==> config.mk <==
export PLATFORM = sky130hd
export DESIGN_NAME = conf_int_sub__serial__arch_agnos
export DESIGN_NICKNAME = d
export VERILOG_FILES = /design/src/rtl/conf_int_sub__serial__arch_agnos.sv
export SDC_FILE = /design/constraint.sdc
export NUM_CORES = 1
export LEC_CHECK = 0
export ABC_AREA = 1
export CAP_MARGIN = 0
export CORE_ASPECT_RATIO = 0.5
export CORE_MARGIN = 1
export CORE_UTILIZATION = 45
export CTS_BUF_LIST = sky130_fd_sc_hd__clkbuf_4
export CTS_CLUSTER_SIZE = 40
export DETAILED_ROUTE_END_ITERATION = 8
export DONT_BUFFER_PORTS = 1
export GPL_TIMING_DRIVEN = 1
export HOLD_SLACK_MARGIN = 0.02
export SYNTH_ARGS = -nofsm -noshare
export SYNTH_HDL_FRONTEND = slang
export SYNTH_SLANG_ARGS = --single-unit
==> constraint.sdc <==
create_clock -name clk -period 4.1 [get_ports clk]
set_input_delay 0.41 -clock clk [delete_from_list [all_inputs] [get_ports clk]]
set_output_delay 0.41 -clock clk [all_outputs]
set_load 0.02 [all_outputs]
==> src/rtl/conf_int_sub__serial__arch_agnos.sv <==
// Digit-serial configurable-precision integer subtractor.
// Only the top OP_BITWIDTH bits of each operand are used. The block processes DIGIT_WIDTH bits
// per cycle, LSB digit first. The difference is left-aligned in c, and its low bits are zero.
module conf_int_sub__serial__arch_agnos #(
    parameter int unsigned OP_BITWIDTH        = 16,
    parameter int unsigned DATA_PATH_BITWIDTH = 16,
    parameter int unsigned DIGIT_WIDTH        = 4
) (
    input  logic                          clk,
    input  logic                          rst,
    input  logic [DATA_PATH_BITWIDTH-1:0] a,
    input  logic [DATA_PATH_BITWIDTH-1:0] b,
    input  logic                          in_valid,
    output logic                          in_ready,
    output logic [DATA_PATH_BITWIDTH-1:0] c,
    output logic                          borrow,
    output logic                          out_valid,
    input  logic                          out_ready
);

    localparam int unsigned OW    = OP_BITWIDTH;
    localparam int unsigned DW    = DATA_PATH_BITWIDTH;
    localparam int unsigned DIG   = DIGIT_WIDTH;
    localparam int unsigned N     = OW / DIG;
    localparam int unsigned CNT_W = (N > 1) ? $clog2(N) : 1;

    generate
        if ((OW > DW) || ((OW % DIG) != 0)) begin : g_param_check
            $error("conf_int_sub: need OP_BITWIDTH <= DATA_PATH_BITWIDTH and DIGIT_WIDTH | OP_BITWIDTH");
        end
    endgenerate

    typedef enum logic [1:0] {StIdle, StCalc, StDone} state_t;

    state_t           r_state;
    state_t           w_state_next;
    logic [OW-1:0]    r_a;
    logic [OW-1:0]    r_b;
    logic [OW-1:0]    r_res;
    logic [CNT_W-1:0] r_cnt;
    logic             r_bin;
    logic [DW-1:0]    r_c;
    logic             r_borrow;

    logic             w_last;
    logic [DIG:0]     w_diff;
    logic [OW-1:0]    w_res_next;
    logic [DW-1:0]    w_c_next;

    assign w_last = (r_state == StCalc) && (r_cnt == CNT_W'(N - 1));

    // One digit of a - b - bin. Bit DIG of the (DIG+1)-bit difference is the borrow-out.
    assign w_diff = {1'b0, r_a[DIG-1:0]} - {1'b0, r_b[DIG-1:0]} - {{DIG{1'b0}}, r_bin};

    // The new digit enters the result from the MSB side. After N shifts the digits are in order.
    always_comb begin
        w_res_next = r_res >> DIG;
        w_res_next[OW-1 -: DIG] = w_diff[DIG-1:0];
        w_c_next = '0;
        w_c_next[DW-1 -: OW] = w_res_next;
    end

    // State register.
    always_ff @(posedge clk or negedge rst) begin
        if (!rst) begin
            r_state <= StIdle;
        end else begin
            r_state <= w_state_next;
        end
    end

    // Next-state logic: IDLE -> CALC -> DONE -> IDLE.
    always_comb begin
        w_state_next = r_state;
        unique case (r_state)
            StIdle: if (in_valid)  w_state_next = StCalc;
            StCalc: if (w_last)    w_state_next = StDone;
            StDone: if (out_ready) w_state_next = StIdle;
            default:               w_state_next = StIdle;
        endcase
    end

    // Datapath: capture the operands, shift one digit per cycle, and load the result on the last digit.
    always_ff @(posedge clk or negedge rst) begin
        if (!rst) begin
            r_a      <= '0;
            r_b      <= '0;
            r_res    <= '0;
            r_cnt    <= '0;
            r_bin    <= 1'b0;
            r_c      <= '0;
            r_borrow <= 1'b0;
        end else begin
            unique case (r_state)
                StIdle: begin
                    if (in_valid) begin
                        r_a   <= a[DW-1 -: OW];
                        r_b   <= b[DW-1 -: OW];
                        r_bin <= 1'b0;
                        r_cnt <= '0;
                    end
                end
                StCalc: begin
                    r_a   <= r_a >> DIG;
                    r_b   <= r_b >> DIG;
                    r_res <= w_res_next;
                    r_bin <= w_diff[DIG];
                    r_cnt <= r_cnt + CNT_W'(1);
                    if (w_last) begin
                        r_c      <= w_c_next;
                        r_borrow <= w_diff[DIG];
                    end
                end
                default: ;
            endcase
        end
    end

    assign in_ready  = (r_state == StIdle);
    assign out_valid = (r_state == StDone);
    assign c         = r_c;
    assign borrow    = r_borrow;

endmodule

======== Word-level counts from Yosys, hierarchy flattened ========
Index checks and enable logic that the tools add are counted.
storage, ports and cells
  register bits ........................... 70
  output and inout bits ................... 19
cells by class
  $add $sub $neg .......................... 3
  equal/unequal tests ..................... 6
  muxes and demuxes ....................... 12
  reductions and logical operators ........ 6
operators by type and width
  kind                                           number
  one-hot mux 16 bit (2 select lines)            2
  2-to-1 mux 16 bit                              2
  2-to-1 mux 2 bit                               4
  one-hot mux 2 bit (3 select lines)             1
  subtractor 4 x 4 -> 5 bit                      1
  subtractor 5 x 1 -> 5 bit                      1
  == test 2 bit, second input constant           2
  != test 2 bit, second input constant           2
  one-hot mux 2 bit (2 select lines)             1
  AND reduction 2 bit                            2
  AND reduction 3 bit                            1
  adder 2 x 1 -> 2 bit, second input constant    1
  == test 2 x 1 -> 1 bit, second input constant  1
  logical NOT 2 bit                              1
  != test 2 x 1 -> 1 bit, second input constant  1
  one-hot mux 1 bit (2 select lines)             1
  nonzero test 2 bit                             1
  logical AND 1 bit                              1
  2-to-1 mux 1 bit                               1

======== Logic depth before layout (Yosys ltp) ========
  word-level depth ........................ 4
  gate-level depth with buffers ........... 10
  mapped depth without buffers ............ 10

======== Least setup slack after synthesis ========
No wires, ideal clock.
  path kind ............................... register to register
  from .................................... reg r_a[0]
  to ...................................... reg r_res[13]
  setup time .............................. 0.083 ns
  arrival ................................. 1.459 ns
  required time ........................... 4.017 ns
  path slack .............................. 2.558 ns
  cell stages (with the launch flop) ...... 5
  clock period less this slack ............ 1.542 ns
  cell sequence ........................... dfrtp_1 -> fa_1 -> inv_1 -> fa_1 -> o21ai_0
on the way
  word-level cells in the longest chain between the ends .. 2
ends and longest elaborated chain
  item                       RTL line  RTL
  from (decl)                37        logic [OW-1:0] r_a;
  from (signal assigned)     97        r_a <= a[DW-1 -: OW];
  from (signal assigned)     104       r_a <= r_a >> DIG;
  subtractor 4 x 4 -> 5 bit  53        assign w_diff = {1'b0, r_a[DIG-1:0]} - {1'b0, r_b[DIG-1:0]} - {{DIG{1'b0}}, r_bin};
  subtractor 5 x 1 -> 5 bit  53
  to (signal assigned)       106       r_res <= w_res_next;
  to (decl)                  39        logic [OW-1:0] r_res;
No other way between the ends.
A chain may end at the register's enable or synchronous reset.

======== Final worst setup path ========
  from .................................... reg r_state[0]
  to ...................................... out in_ready
on the way
  word-level cells in the longest chain between the ends .. 1
ends and longest elaborated chain
  item                    RTL line  RTL
  from (decl)             35        state_t r_state;
  from (signal assigned)  66        r_state <= StIdle;
  from (signal assigned)  68        r_state <= w_state_next;
  logical NOT 2 bit       119       assign in_ready = (r_state == StIdle);
  to (decl)               14        output logic in_ready,
No other way between the ends.

==> impl_metrics.csv <==
group,metric,value,unit
global_route,grt_usage,17.8,%
clocking,clockBufferDepth,2,
yosys,ys.warnings.count,0,
yosys,synth.ff_latch_count,66,
worst_setup_path,path_cells,"nor2_2",
clocking,h-tree-depth,3,
clocking,clk_latency,430,ps
finish,fill_cells,597,
worst_setup_path,arrival,1480,ps
timing,relSlewSlack,58.8,%
finish,syn2layout_area_growth,6.72,%
worst_setup_path,cp-start-kind,"flop",
place,placed_cell_area,2990,µm²
global_route,grt_first_pass_wirelength,9400,µm
power_and_ir_drop,p_total,2.99,mW
finish,fin_area,3240,µm²
die,core_area,6280,µm²
route,viasPerCell,4.93,
timing,setup_viol,0,
clocking,root_buffer,"clkbuf_4",
timing,report.final.slew_viol_count,0,
route,drt-wirelength-per-cell,13.5,µm
timing,fin_skew,10.0,ps
worst_setup_path,cp.buffers_inverters,0,
flow_run,maxCapViolCount,0,
timing,period_needed,1890,ps
die,start_util,48.3,%
worst_hold_path,worstHoldPathType,"in -> reg",
finish,nets,369,
timing,rsz0062_at_grt,"false",
yosys,synthAdderAreaFrac,3.38,%
global_route,grtUsageMet3,7.06,%
clocking,tritoncts,"built",
route,finalWirelength,5670,µm
yosys,synth_top_family_by_area,"simple AND/OR/NAND/NOR gates",
timing,fin_crit_sh,46.2,%
worst_setup_path,crit_slowest_cell,"nor2_2",
die,die_h,60.1,µm
yosys,syn_area_per_cell,9.23,µm²
yosys,ys_types,27,
die,ios,55,
global_route,busiest_layer,"met2",
clocking,cts_buffers,9,
die,die_w,118,µm
yosys,async_flop_share,100,%
yosys,netlist_area,3040,µm²
yosys,synth_edf_count,0,
yosys,synth-main-ff-cell,"dfrtp_1",
route,drt_first_iter_violations,103,
global_route,grt_use_met1,21.3,%
worst_setup_path,crit_family,"simple AND/OR/NAND/NOR gates",
global_route,first_global_vias,2055,
finish,drive_above_1_share,11.8,%
timing,worst_pin_slew,617,ps
worst_setup_path,crit_type,"reg -> out",
yosys,syn_nets,372,
global_route,grt_max_degree,67,
die,rows,20,
timing,hold_viol,0,
yosys,synthCells,329,
yosys,synthMuxAreaShare,0,%
worst_setup_path,end_kind,"primary output",
yosys,synthSimpleGateAreaFrac,19.7,%
outcome,status,"finished, final reports clean",
timing,finalSetupTns,0,ps
global_route,grt_overflow,0,
clocking,cts_sinks,66,
power_and_ir_drop,ir_drop,0.266,mV
route,vias,2066,
yosys,synth_compound_area_share,13.4,%
clocking,post_cts_buffers,0,
route,dr.pass1.iters,4,
worst_setup_path,required,3690,ps
global_route,grtUsageMet2,29.2,%
global_route,antenna_found_initial,0,
clocking,clkTransAtPathRegs,110,ps
route,ant_nets,0,
worst_setup_path,slowest_delay,540,ps
place,dp_hpwl,3660,µm
worst_setup_path,cp_max_fo,9,
power_and_ir_drop,cellPowerDensity,922,nW/µm²
route,drcViolationCount,0,
yosys,post_synth_xor_area_fraction,0.289,%
power_and_ir_drop,power.leakage,1.55,nW
place,place.gp.congestion,0.743,
timing,fmax,528,MHz
finish,antenna_cells,0,
place,numPortBuffers,0,
yosys,yosysSeqAreaShare,54.4,%
die,dieArea,7100,µm²
-- worst reg2reg max path, stage by stage (launching register included) --
cell     delay [ps]
dfrtp_1         410
fa_1            460
inv_1            90
fa_1            440
o21ai_0         180
-- cells in the final DEF, fill, tap and decap left out --
master | synthesis | routed
nand4_1 | 1 | 1
nand2_2 | 1 | 1
clkinv_4 | 0 | 1
inv_1 | 23 | 23
nand2_1 | 93 | 93
nand3_1 | 14 | 14
inv_2 | 1 | 1
nand2_8 | 2 | 2
nor2_2 | 1 | 1
dlygate4sd3_1 | 0 | 1
o21ai_1 | 16 | 16
xnor2_1 | 1 | 1
bufinv_16 | 0 | 4
clkbuf_4 | 0 | 9
o31ai_1 | 1 | 1
nand2_4 | 1 | 1
dfrtp_1 | 66 | 66
nor2_4 | 1 | 1
buf_16 | 0 | 1
nor2_1 | 26 | 26
clkinv_2 | 0 | 1
clkinvlp_4 | 0 | 1
fa_1 | 2 | 2
inv_8 | 1 | 1
o21ai_2 | 12 | 12
ha_1 | 5 | 5
a21oi_1 | 2 | 2
inv_4 | 2 | 2
o21ai_0 | 41 | 41
-- timing repair --
action,CTS,global route
endpoints found under the setup margin,0,0
gates resized for setup,0,0
endpoints found under the hold margin,66,0
hold buffers,2,0
-- per-stage QoR --
step	utilization [%]	setup slack (ps)	hold slack, ps	instances
6_report	51.6	2210	71.2	419
5_1_grt	51.6	2100	38.1	419
4_1_cts	51.6	2170	52.2	419
3_5_place_dp	47.6	2440	116	401
3_3_place_gp	47.6	2530	116	401
2_1_floorplan	-	2560	114	329
-- cell usage after synthesis, types with 2 or more instances --
cell type  instances  area [µm²]
a21oi_1            2        10.0
nand3_1           14        70.1
o21ai_1           16        80.1
dfrtp_1           66        1650
nand2_8            2        40.0
ha_1               5        62.6
nand2_1           93         349
clkbuf_2           3        15.0
fa_1               2        40.0
inv_1             23        86.3
buf_8              2        30.0
buf_6              8        90.1
nor2_1            26        97.6
inv_4              2        12.5
buf_2              2        10.0
o21ai_0           41         205
o21ai_2           12         105
-- cell type report --
type | count | area [µm²] | share of cell area [%]
sequential | 66 | 1650 | 51.0
multi-input combinational | 220 | 1120 | 34.5
clock inverter | 7 | 141 | 4.36
inverter | 27 | 114 | 3.51
tap | 88 | 110 | 3.40
clock buffer | 9 | 67.6 | 2.09
timing repair buffer | 2 | 37.5 | 1.16
-- flip-flops by register name, summed over array words and instances, names as in the netlist --
signal	flops
r_state	2
r_res	12
borrow	1
c	16
r_cnt	2
r_bin	1
r_a	16
r_b	16
-- power breakdown --
part	internal (mW)	total [mW]	leakage (nW)	switching (mW)
Clock	0.370	0.612	0.106	0.243
Combinational	0.396	1.16	0.616	0.766
Sequential	0.947	1.21	0.832	0.265
Total	1.71	2.99	1.55	1.27
-- path summary, 6_finish.rpt --
path,from,to,slack (ps),cells past startpoint
max reg2reg,r_a[0]$_DFFE_PN0P_,r_res[13]$_DFFE_PN0P_,2440,4
max,r_state[0]$_DFFE_PN0P_,in_ready,2210,1
min in group asynchronous,rst,c[3]$_DFFE_PN0P_,490,2
min,out_ready,r_state[1]$_DFFE_PN0P_,70,1
min reg2reg,r_a[12]$_DFFE_PN0P_,r_a[12]$_DFFE_PN0P_,480,2
max in group asynchronous,rst,r_a[15]$_DFFE_PN0P_,3320,2
-- cells by family after synthesis --
logic type / after synthesis
adders and majority gates: 7
buffers and inverters: 43
DFF: 66
AOI/OAI and AO/OA: 72
xor gates and xnor gates: 1
and+or+nand+nor: 140
-- layer usage --
layer	part of all wire, %	wire length (µm)	vias up
li1	-	-	1049
met1	47	2680	956
met2	45	2580	56
met3	6.3	357	5
met4	1.0	58	0
met5	0	0	-
No activity file was read; power rests on OpenSTA's default activity.
